==> src/rtl/mips_mem_pkg.sv <==
// Shared types and widths for the I-cache/D-cache memory arbiter.
package mips_mem_pkg;

    localparam int LINE_W = 128;
    localparam int ADDR_W = 32;
    localparam int CNT_W  = 5;

    typedef enum logic [1:0] {
        IDLE   = 2'd0,
        ACCESS = 2'd1,
        DONE   = 2'd2
    } arb_state_t;

    typedef enum logic {
        ARB_IC = 1'b0,
        ARB_DC = 1'b1
    } arb_id_t;

    function automatic logic [ADDR_W-1:0] line_align(input logic [ADDR_W-1:0] addr);
        return addr & ~ADDR_W'(LINE_W / 8 - 1);
    endfunction

endpackage

==> src/rtl/arb_grant.sv <==
// Winner selection between I-cache and D-cache requests.
// MEM_ARB_RR_EN selects round-robin on contention; otherwise the D-cache always wins.
module arb_grant
    import mips_mem_pkg::*;
(
    input  logic    ic_req_i,
    input  logic    dc_req_i,
`ifdef MEM_ARB_RR_EN
    input  arb_id_t last_grant_i,
`endif
    output logic    grant_valid_o,
    output arb_id_t grant_id_o
);

    always_comb begin
        grant_valid_o = ic_req_i | dc_req_i;
        grant_id_o    = ARB_IC;
        if (ic_req_i && dc_req_i) begin
`ifdef MEM_ARB_RR_EN
            grant_id_o = (last_grant_i == ARB_IC) ? ARB_DC : ARB_IC;
`else
            grant_id_o = ARB_DC;
`endif
        end else if (dc_req_i) begin
            grant_id_o = ARB_DC;
        end
    end

endmodule

==> src/rtl/mem_arbiter.sv <==
// Serialises I-cache line reads and D-cache line fills/write-backs onto data_memory.
// Build option MEM_ARB_RR_EN: round-robin arbitration with a last-grant register.
module mem_arbiter
    import mips_mem_pkg::*;
#(
    parameter int LATENCY = 10
) (
    input  logic              clk,
    input  logic              rst,
    input  logic              ic_req,
    input  logic [ADDR_W-1:0] ic_addr,
    output logic              ic_ack,
    output logic [LINE_W-1:0] ic_rdata,
    input  logic              dc_req,
    input  logic              dc_we,
    input  logic [ADDR_W-1:0] dc_addr,
    input  logic [LINE_W-1:0] dc_wdata,
    output logic              dc_ack,
    output logic [LINE_W-1:0] dc_rdata,
    output logic [ADDR_W-1:0] mem_read_address,
    output logic [ADDR_W-1:0] mem_write_address,
    output logic [LINE_W-1:0] mem_write_data,
    output logic              mem_write,
    output logic [CNT_W-1:0]  count,
    input  logic [LINE_W-1:0] mem_read_data,
    output logic              busy
);

    localparam logic [CNT_W-1:0] LAST_CNT = CNT_W'(LATENCY - 1);

    arb_state_t        state_q, state_d;
    arb_id_t           id_q, id_d;
    logic              we_q, we_d;
    logic [ADDR_W-1:0] rd_addr_q, rd_addr_d;
    logic [ADDR_W-1:0] wr_addr_q, wr_addr_d;
    logic [LINE_W-1:0] wdata_q, wdata_d;
    logic [LINE_W-1:0] ic_rdata_q, ic_rdata_d;
    logic [LINE_W-1:0] dc_rdata_q, dc_rdata_d;
    logic [CNT_W-1:0]  count_q, count_d;
    logic              ic_ack_q, ic_ack_d;
    logic              dc_ack_q, dc_ack_d;
    logic              grant_valid;
    arb_id_t           grant_id;
    logic              final_cyc;

`ifdef MEM_ARB_RR_EN
    arb_id_t           last_q, last_d;
`endif

    arb_grant u_grant (
        .ic_req_i      (ic_req),
        .dc_req_i      (dc_req),
`ifdef MEM_ARB_RR_EN
        .last_grant_i  (last_q),
`endif
        .grant_valid_o (grant_valid),
        .grant_id_o    (grant_id)
    );

    assign final_cyc = (state_q == ACCESS) && (count_q == LAST_CNT);

    always_comb begin
        state_d    = state_q;
        id_d       = id_q;
        we_d       = we_q;
        rd_addr_d  = rd_addr_q;
        wr_addr_d  = wr_addr_q;
        wdata_d    = wdata_q;
        ic_rdata_d = ic_rdata_q;
        dc_rdata_d = dc_rdata_q;
        count_d    = count_q;
        ic_ack_d   = 1'b0;
        dc_ack_d   = 1'b0;
`ifdef MEM_ARB_RR_EN
        last_d     = last_q;
`endif
        case (state_q)
            IDLE: begin
                if (grant_valid) begin
                    id_d    = grant_id;
                    count_d = '0;
                    state_d = ACCESS;
`ifdef MEM_ARB_RR_EN
                    last_d  = grant_id;
`endif
                    if (grant_id == ARB_DC) begin
                        we_d    = dc_we;
                        wdata_d = dc_wdata;
                        if (dc_we) wr_addr_d = line_align(dc_addr);
                        else       rd_addr_d = line_align(dc_addr);
                    end else begin
                        we_d      = 1'b0;
                        rd_addr_d = line_align(ic_addr);
                    end
                end
            end
            ACCESS: begin
                if (final_cyc) begin
                    state_d = DONE;
                    count_d = '0;
                    // Read data is captured on the edge that ends the final access cycle.
                    if (!we_q) begin
                        if (id_q == ARB_DC) dc_rdata_d = mem_read_data;
                        else                ic_rdata_d = mem_read_data;
                    end
                    if (id_q == ARB_DC) dc_ack_d = 1'b1;
                    else                ic_ack_d = 1'b1;
                end else begin
                    count_d = count_q + CNT_W'(1);
                end
            end
            DONE:    state_d = IDLE;
            default: state_d = IDLE;
        endcase
    end

    always_ff @(posedge clk) begin
        if (rst) begin
            state_q    <= IDLE;
            id_q       <= ARB_IC;
            we_q       <= 1'b0;
            rd_addr_q  <= '0;
            wr_addr_q  <= '0;
            wdata_q    <= '0;
            ic_rdata_q <= '0;
            dc_rdata_q <= '0;
            count_q    <= '0;
            ic_ack_q   <= 1'b0;
            dc_ack_q   <= 1'b0;
`ifdef MEM_ARB_RR_EN
            last_q     <= ARB_IC;
`endif
        end else begin
            state_q    <= state_d;
            id_q       <= id_d;
            we_q       <= we_d;
            rd_addr_q  <= rd_addr_d;
            wr_addr_q  <= wr_addr_d;
            wdata_q    <= wdata_d;
            ic_rdata_q <= ic_rdata_d;
            dc_rdata_q <= dc_rdata_d;
            count_q    <= count_d;
            ic_ack_q   <= ic_ack_d;
            dc_ack_q   <= dc_ack_d;
`ifdef MEM_ARB_RR_EN
            last_q     <= last_d;
`endif
        end
    end

    assign ic_ack            = ic_ack_q;
    assign dc_ack            = dc_ack_q;
    assign ic_rdata          = ic_rdata_q;
    assign dc_rdata          = dc_rdata_q;
    assign mem_read_address  = rd_addr_q;
    assign mem_write_address = wr_addr_q;
    assign mem_write_data    = wdata_q;
    assign mem_write         = final_cyc & we_q;
    assign count             = count_q;
    assign busy              = (state_q != IDLE);

endmodule

==> config.mk <==
export PLATFORM = sky130hd
export DESIGN_NAME = mem_arbiter
export DESIGN_NICKNAME = d
export VERILOG_FILES = /design/src/rtl/mips_mem_pkg.sv /design/src/rtl/arb_grant.sv /design/src/rtl/mem_arbiter.sv
export SDC_FILE = /design/constraint.sdc
export NUM_CORES = 1
export LEC_CHECK = 0
export CAP_MARGIN = 20
export CORE_AREA = 5 5 303 305
export DETAILED_ROUTE_END_ITERATION = 7
export DIE_AREA = 0 0 308 310
export GPL_TIMING_DRIVEN = 0
export PLACE_DENSITY = 0.41
export REMOVE_ABC_BUFFERS = 1
export SLEW_MARGIN = 5
export SYNTH_ARGS = -nofsm -noshare
export SYNTH_HDL_FRONTEND = slang
export SYNTH_SLANG_ARGS = --single-unit
==> constraint.sdc <==
create_clock -name clk -period 2.1 [get_ports clk]
set_input_delay 0.63 -clock clk [delete_from_list [all_inputs] [get_ports clk]]
set_output_delay 0.63 -clock clk [all_outputs]
set_load 0.01 [all_outputs]
; Word level (Yosys, flattened, before mapping)
; Cells that the tools add are included.
[totals]
input_bits = 325
latchBits = 0
output_inout_bits = 457
ff_bits = 455
mem_bits_rw = 0
wordCells = 50
rom_bits = 0
memories = 0
[op_classes]
reduce_logical = 14
n_bitwise = 6
eq_ne = 5
add_sub_neg = 1
n_div = 0
n_mux = 13
shift = 0
magnitude_cmp = 0
n_mul = 0
[op_table]
columns = cell, count
row1 = 2-to-1 mux 32 bit, 2
row2 = AND reduction 4 bit, 3
row3 = 2-to-1 mux 5 bit, 2
row4 = one-hot mux 5 bit (2 select lines), 1
row5 = inequality test 2 bit (second input constant), 3
row6 = AND reduction 2 bit, 3
row7 = AND reduction 3 bit, 2
row8 = adder 5 x 1 -> 5 bit (second input constant), 1
row9 = == test 5 x 4 -> 1 bit (second input constant), 1
row10 = 2-to-1 mux 1 bit, 5
row11 = 2-to-1 mux 2 bit, 2
row12 = NOT 1 bit, 4
row13 = one-hot mux 2 bit (2 select lines), 1
row14 = nonzero test 2 bit, 2
row15 = OR reduction 3 bit, 1
row16 = == test 2 x 1 -> 1 bit (second input constant), 1
row17 = logical AND 1 bit, 2
row18 = zero test 2 bit, 1
row19 = bitwise AND 1 bit, 1
row20 = bitwise OR 1 bit, 1

; Depth between registers and ports, before layout
[depth]
ltp_word = 4
depth_mapped = 8
mapped_depth_nobuf = 5

; Cells and area by module
; Synthesis repeated with hierarchy kept, for this count alone.
[hier_totals]
hier_cells = 2050
hier_area_um2 = 17167.7
[by_module_without_submodules]
columns = module, instances, seq_area_each_um2, area_per_inst_um2, cells_each
row1 = mem_arbiter, 1, 9028.7, 17157.7, 2048
row2 = arb_grant, 1, 0.0, 10.0, 2

; Worst setup path after synthesis
; No wires, ideal clock.
[synth_timing]
kind = reg-to-output
start = reg count_q[1], in the netlist count[1]
end = out mem_write
path_stages_with_launch = 7
required_time_ns = 1.470
t_arrival_ns = 1.357
slack_ns = 0.113
cell_sequence = dfxtp_1 > inv_1 > ha_1 > and4bb_2 > buf_2 > buf_2 > and3_1
[synth_between]
elab_chain_cells = 3
[synth_rtl]
columns = item, line_no
row1 = from (decl), mem_arbiter.sv:39  ; logic [CNT_W-1:0] count_q, count_d;
row2 = from (signal assigned), mem_arbiter.sv:142  ; count_q <= count_d;
row3 = == test 5 x 4 -> 1 bit, mem_arbiter.sv:60  ; assign final_cyc = (state_q == ACCESS) && (count_q == LAST_CNT);
row4 = logical AND 1 bit, mem_arbiter.sv:60
row5 = bitwise AND 1 bit, mem_arbiter.sv:158  ; assign mem_write = final_cyc & we_q;
row6 = to (decl), mem_arbiter.sv:23  ; output logic mem_write,
; No other way between the ends.

; Final worst setup path
; Same ends and word-level chain as after synthesis.

==> impl.org <==
** Power and ir drop
- The share of total power dissipated in sequential elements is 0.426.
- Of the total power, the clock network draws 0.451.
- VDD sags by at most 519 uV.
- Switching share of total power :: 0.256
- Of the total power, combinational logic draws 0.123.
- Internal power comes to 15.6 mW.
- NetSw :: 5.37 mW
- Static Leakage :: 11.6 nW
- Power Dens Cells :: 749 nW/um^2

** Setup path
- Slowest cell delay on critical path :: ~0.32 ns
- Critical path start-end classification :: reg2out
- Startpoint class of the critical path :: flop
- CP Capture Point :: mem_write
- Measured in cells, the most critical reg-to-reg path has a length of 6.
- Reg2Reg Launch Point :: state_q[1]$_SDFFE_PP0P_
- Bufs and invs on worst path :: 2
- The kind of cell with the highest combined delay along the critical path is simple AND/OR/NAND/NOR gates.
- Launch point of the critical path :: count[1]$_SDFFE_PP0P_
- Among all stages on the critical path, the largest delay is contributed by sky130_fd_sc_hd__dfxtp_2.
- Critical path endpoint category :: output pin
- Along the worst path, the maximum fanout reaches 3.
- Ordered list of cells on the worst path :: inv_2 -> ha_4 -> and4bb_4 -> and3_4 -> buf_6
- RR Endpoint :: dc_rdata[12]$_SDFFE_PP0P_
- Slack of the worst reg-to-reg path :: -0.11 ns
- Required time of the critical path :: approximately 1.5 ns
- STA puts the critical path data arrival time at 1.68 ns.
- Crit. path cell count :: 5

** STA
- Setup total negative slack on the finished layout was measured at -3.51 ns.
- Of the available clock period, the critical path in the final layout requires 1.10.
- Final slew viol count :: 0
- Min Tclk post-route :: about 2.3 ns
- Tightest Pin Transition :: 0.836 ns
- Endpoints failing setup :: 88
- Maximum operating frequency :: 0.433 GHz
- Across all setup checks in the final design, the least slack found is -0.207 ns.
- The clock arrives with approximately 0.011 ns of skew.
- Slew Limit Headroom :: 0.442
- The number of endpoints with negative hold slack in the final report came to 0.
- RSZ-0062 raised after global routing :: yes

** Clock network
- TritonCTS clock tree :: built
- Number of clock buffers inserted by TritonCTS :: 55
- Clock latency reported for the late side of the worst-skew pair :: 0.59 ns
- Max Buffers Root-to-Sink :: 3
- Clock-pin slew was measured on the worst setup and hold paths at 0.06 ns.
- CTS built an H-tree with a depth of 2.
- The tree built by TritonCTS fans out to 451 sinks.
- Clk Tree Root Cell :: sky130_fd_sc_hd__clkbuf_16

** Route
- After detailed routing, the number of vias per cell comes to 4.57.
- Drt initial violations :: 970
- The routed layout has 18200 vias.
- The first TritonRoute pass finished after 6 iterations.
- After detailed routing, the number of remaining DRC violations is 0.
- The detail route stage leaves a number of antenna-violating nets equal to 0.
- Wirelength per Cell :: 22.3 um
- Total Routed Length :: 88600 um

** Floorplanning
- Number of ports placed on the die boundary :: 782
- Die Outline Area :: 95500 um^2
- The die is 308 um wide.
- Placeable core area :: 89000 um^2
- The floorplan has 110 rows.
- The die is between 300 and 400 um tall.
- The initial utilization of the core area, before any placement, comes to 0.192.

** Global route
- Number of antenna violations at the first check in global routing :: 33
- Largest net degree at the start of global routing :: 124
- Global-route wire length before repair :: 123000 um
- The total overflow left after global routing is 0.
- Across every metal layer, demand over resource in global routing totals 0.166.
- Via count of the first global-routing pass :: 18200

** Layout
- In the final layout, flip-flops and latches occupy between 9000 and 10000 um^2.
- Fill cells in the final layout number 9407.
- Total Nets Final :: 3069
- Area of the multi-input gates :: 7150 um^2
- The area growth from synthesis to layout is 63.3%.
- Share of layout cells above drive strength 1 :: 0.0836
- Final core area utilization :: 0.314
- Fin area :: 28000 um^2

** Yosys
- Number of library cell types mapped by synthesis :: 40
- Biggest area consumer among synthesized cells :: sky130_fd_sc_hd__dfxtp_1
- Synthesized area :: 17100 um^2
- Flops & latches, synth :: ~450
- Post-synth top area share :: 0.528
- For this run, the number of Yosys warnings is 0.
- Yosys attributes the largest share of cell area to sky130_fd_sc_hd__dfxtp_1, sky130_fd_sc_hd__a21oi_1, sky130_fd_sc_hd__nand3_1.
- Gate Count Post-Synth :: 2050
- The share of the Yosys chip area taken by registers is 0.528.
- Each instance of the synthesized netlist takes up on average 8.35 um^2.

** Placement
- Count of input and output buffers :: about 770
- Detailed placement ended at an HPWL of 58900 um.
- Placed Instance Area :: 26000 um^2
- Final weighted congestion in routability-driven placement :: ~0.8

** Job
- Across the run, the number of max-cap violations was 0.

** Outcome
- The checks that failed: setup timing.
- The flow ran to the end, but the final reports show violations.

** Hold path
- The tightest min-delay check is of the in2reg type.
state kept, by name, summed over array words and instances, names as in the netlist:
signal	cells
count	5
mem_write_address	28
we_q	1
mem_write_data	128
ic_ack	1
dc_rdata	128
dc_ack	1
mem_read_address	28
ic_rdata	128
state_q	2
id_q	1
layer usage:
layer  GRT usage  wire [um]  vias up
met5           0        185        -
met3      0.0636       8230      141
met4      0.0456       2440       30
li1            -          -     8555
met1       0.187      33500     8749
met2       0.296      44300      684
cell type report:
type | count | share of cell area
flip-flops and latches | 451 | 0.324
well taps | 1176 | 0.0526
diodes | 12 | 0.00107
inverters | 2 | 0.000269
clock buffers | 84 | 0.0604
clock inverters | 17 | 0.00412
repair buffers | 848 | 0.302
multi-input cells | 1384 | 0.256
cell families (layout without fill, tap and decap cells):
family | Yosys count | after routing | share of synthesized area
adder cells (fa/ha/maj) | 2 | 2 | 0.00146
other | 1 | 20 | 0.000219
AO/OA/AOI/OAI | 739 | 739 | 0.229
AND/OR/NAND/NOR | 602 | 607 | 0.158
multiplexers | 28 | 28 | 0.0164
flip-flops | 451 | 451 | 0.528
buffers and inverters | 227 | 951 | 0.0675
cell usage after synthesis (all sizes together):
| cell | number |
|---|---|
| dfxtp | 451 |
| a21oi | 418 |
| nand2 | 313 |
| o21ai | 262 |
| nand3 | 259 |
| buf | 131 |
| clkbuf | 94 |
| a211oi | 28 |
| a31oi | 28 |
| mux2i | 28 |
| nand4bb | 3 |
| nor2 | 3 |
| or3 | 3 |
| and3 | 2 |
| and4bb | 2 |
| ha | 2 |
| inv | 2 |
| nand2b | 2 |
| nor2b | 2 |
| nor3 | 2 |
| or4 | 2 |
| a221o | 1 |
| a22oi | 1 |
| and2 | 1 |
| conb | 1 |
| nand4 | 1 |
| nor3b | 1 |
| nor4 | 1 |
| nor4b | 1 |
| nor4bb | 1 |
| o31ai | 1 |
| or2 | 1 |
| or3b | 1 |
| or4b | 1 |
cells in the final DEF, fill, tap and decap left out, drive strengths merged, types with 2 or more instances in the layout:
| cell type | count |
|---|---|
| mux2i | 28 |
| or4b | 2 |
| and3 | 2 |
| or4 | 2 |
| clkbuf | 87 |
| clkinvlp | 2 |
| dfxtp | 451 |
| nand3 | 259 |
| dlygate4sd2 | 447 |
| ha | 2 |
| nand2 | 313 |
| inv | 2 |
| nand4bb | 4 |
| or3 | 3 |
| conb | 8 |
| nand2b | 2 |
| and4bb | 3 |
| a211oi | 28 |
| buf | 77 |
| o21ai | 262 |
| a21oi | 418 |
| a31oi | 28 |
| nor3 | 2 |
| bufbuf | 7 |
| clkinv | 14 |
| nor2 | 4 |
| nor2b | 2 |
| or3b | 2 |
| clkdlybuf4s50 | 314 |
| diode | 12 |
how the worst min path moves through the flow:
| stage | from | end | slack [ns] | cells after the start |
|---|---|---|---|---|
| final | rst | dc_rdata[25]$_SDFFE_PP0P_ | 0.41 | 2 |
| after global routing | rst | dc_rdata[25]$_SDFFE_PP0P_ | 0.42 | 2 |
| after CTS | mem_write_data[25]$_SDFFE_PP0P_ | mem_write_data[25]$_SDFFE_PP0P_ | 0.45 | 2 |
| after detailed placement | mem_write_data[105]$_SDFFE_PP0P_ | mem_write_data[105]$_SDFFE_PP0P_ | 0.45 | 2 |
| after global placement | mem_write_address[13]$_SDFFE_PP0P_ | mem_write_address[13]$_SDFFE_PP0P_ | 0.44 | 2 |
| after floorplan | mem_write_address[10]$_SDFFE_PP0P_ | mem_write_address[10]$_SDFFE_PP0P_ | 0.47 | 2 |
stage by stage:
step / total power, mW / std cells / worst slack, ns / hold WS, ns
5_1_grt: 21.9 / 3966 / -0.292 / 0.417
4_1_cts: 21.3 / 3949 / -0.379 / 0.451
2_1_floorplan: 9.86 / 1832 / -5.60 / 0.474
6_report: 20.9 / 3974 / -0.207 / 0.413
3_5_place_dp: 11.8 / 3821 / -1.12 / 0.447
3_3_place_gp: 11.7 / 3773 / -14.70 / 0.443
what timing repair did:
action / in CTS / in global routing
pin swaps: 6 / 7
setup endpoints to repair: 812 / 188
buffers inserted: 18 / 7
gates cloned: 9 / 7
gates resized for setup: 488 / 31
hold buffers: 0 / 0
power groups by stage:
stage | registers [mW] | clock network (mW) | logic [mW]
2_1_floorplan | 9.20 | 0 | 0.662
3_3_place_gp | 9.11 | 0 | 2.61
3_5_place_dp | 9.11 | 0 | 2.64
4_1_cts | 8.91 | 9.83 | 2.55
5_1_grt | 8.94 | 10.2 | 2.76
6_report | 8.92 | 9.45 | 2.58
Power figures use the tool's default switching activity.
==> edit, RTL diff (same settings) <==
Take the reset off `wr_addr_q` and load it in a clocked block of its own.
--- a/src/rtl/mem_arbiter.sv
+++ b/src/rtl/mem_arbiter.sv
@@ -120,7 +120,6 @@
             id_q       <= ARB_IC;
             we_q       <= 1'b0;
             rd_addr_q  <= '0;
-            wr_addr_q  <= '0;
             wdata_q    <= '0;
             ic_rdata_q <= '0;
             dc_rdata_q <= '0;
@@ -135,7 +134,6 @@
             id_q       <= id_d;
             we_q       <= we_d;
             rd_addr_q  <= rd_addr_d;
-            wr_addr_q  <= wr_addr_d;
             wdata_q    <= wdata_d;
             ic_rdata_q <= ic_rdata_d;
             dc_rdata_q <= dc_rdata_d;
@@ -146,6 +144,10 @@
             last_q     <= last_d;
 `endif
         end
+    end
+
+    always_ff @(posedge clk) begin
+        wr_addr_q <= wr_addr_d;
     end
 
     assign ic_ack            = ic_ack_q;
Behaviour: not the same (a bounded check fails within 4 cycles, from zero or initial values and one cycle with rst high).
==> edit against the original RTL <==
The run still ends with negative setup slack left. Setup slack worse by 0.080 ns. Die area unchanged. Design area down 0.93%. Hold slack better by 0.037 ns. Sequential cell count unchanged. Routed wire length down 6.6%. Total power down 0.88%. Via count down 3.1%. Synthesized area down 0.51%. Sequential share of layout area up 1.3 points. Largest cell class unchanged.
==> edit: results (changes against the original RTL) <==
- Drt via density: 4.55 (-0.40%)
- Status: finished, violations left
- Hold worst-path end: mem_write_data[37]$_SDFFE_PP0P_
- Cts bufs inserted: 56 (+1.8%)
- Failing checks: negative setup slack
- DP Area: 26000 sq um (-0.32%)
- Flop2flop setup slack: 0.04 ns (+0.15 ns)
- Pleak: 11.3 nW (-2.4%)
- Clk cell area share: 6.34% (-0.11 points)
- Final worst setup slack: -0.287 ns (-0.0803 ns)
- Worst slack at placement: -0.999 ns (+0.125 ns)
- Register area share after synthesis: 54.7% (+1.9 points)
- Synth Area in Compound Gates: 22.2% (-0.71 points)
- Global Route Usage Sum: 15.8% (-0.89 points)
- Non-clk buf share: 30.2% (about the same)
- Setup violators final: 1 (-99%)
- Proportion of synthesized area in mux cells: 1.65% (+0.0084 points)
- Number of global-route vias before repair: 17612 (-3.5%)
- Reg-to-reg endpoint: ic_rdata[6]$_SDFFE_PP0P_
- R2R depth: 9 (+3)
- Hold path start: mem_write_data[37]$_SDFFE_PP0P_
- Met2 Usage GRT: 28.4% (-1.3 points)
- Rel. slew slack: 48.8% (+4.6 points)
- WL/cell: 21.4 um (-4.0%)
- Non-Filler Instances: 3867 (-2.7%)
==> edit: report_power, final <==
group	internal, mW	total (mW)	switching (mW)
registers	8.88	9.00	0.113
clock network	5.54	9.31	3.77
logic	1.15	2.45	1.31
==> edit: repair_timing <==
item / 4_1_cts / 5_1_grt
pin swaps: 3 / 8
buffers inserted: 15 / 4
cloned: 4 / 5
endpoints found under the setup margin: 800 / 229
resized for setup: 483 / 36
==> edit: worst max-delay path, stage by stage, from the launching register on <==
cell	delay [ns]
dfxtp_2	0.32
inv_2	0.06
ha_4	0.12
and4bb_4	0.28
buf_16	0.11
and3_4	0.17
buf_6	0.11
==> edit: how the worst max path moves through the flow <==
stage	slack [ns]	endpoint	cells past startpoint
global placement	-12.50	dc_ack$_SDFF_PP0_	3
CTS	-0.40	mem_write	6
global route	-0.38	mem_write	6
finish	-0.29	mem_write	6
detailed placement	-1.0	mem_write	5
floorplan	-4.64	dc_ack$_SDFF_PP0_	4
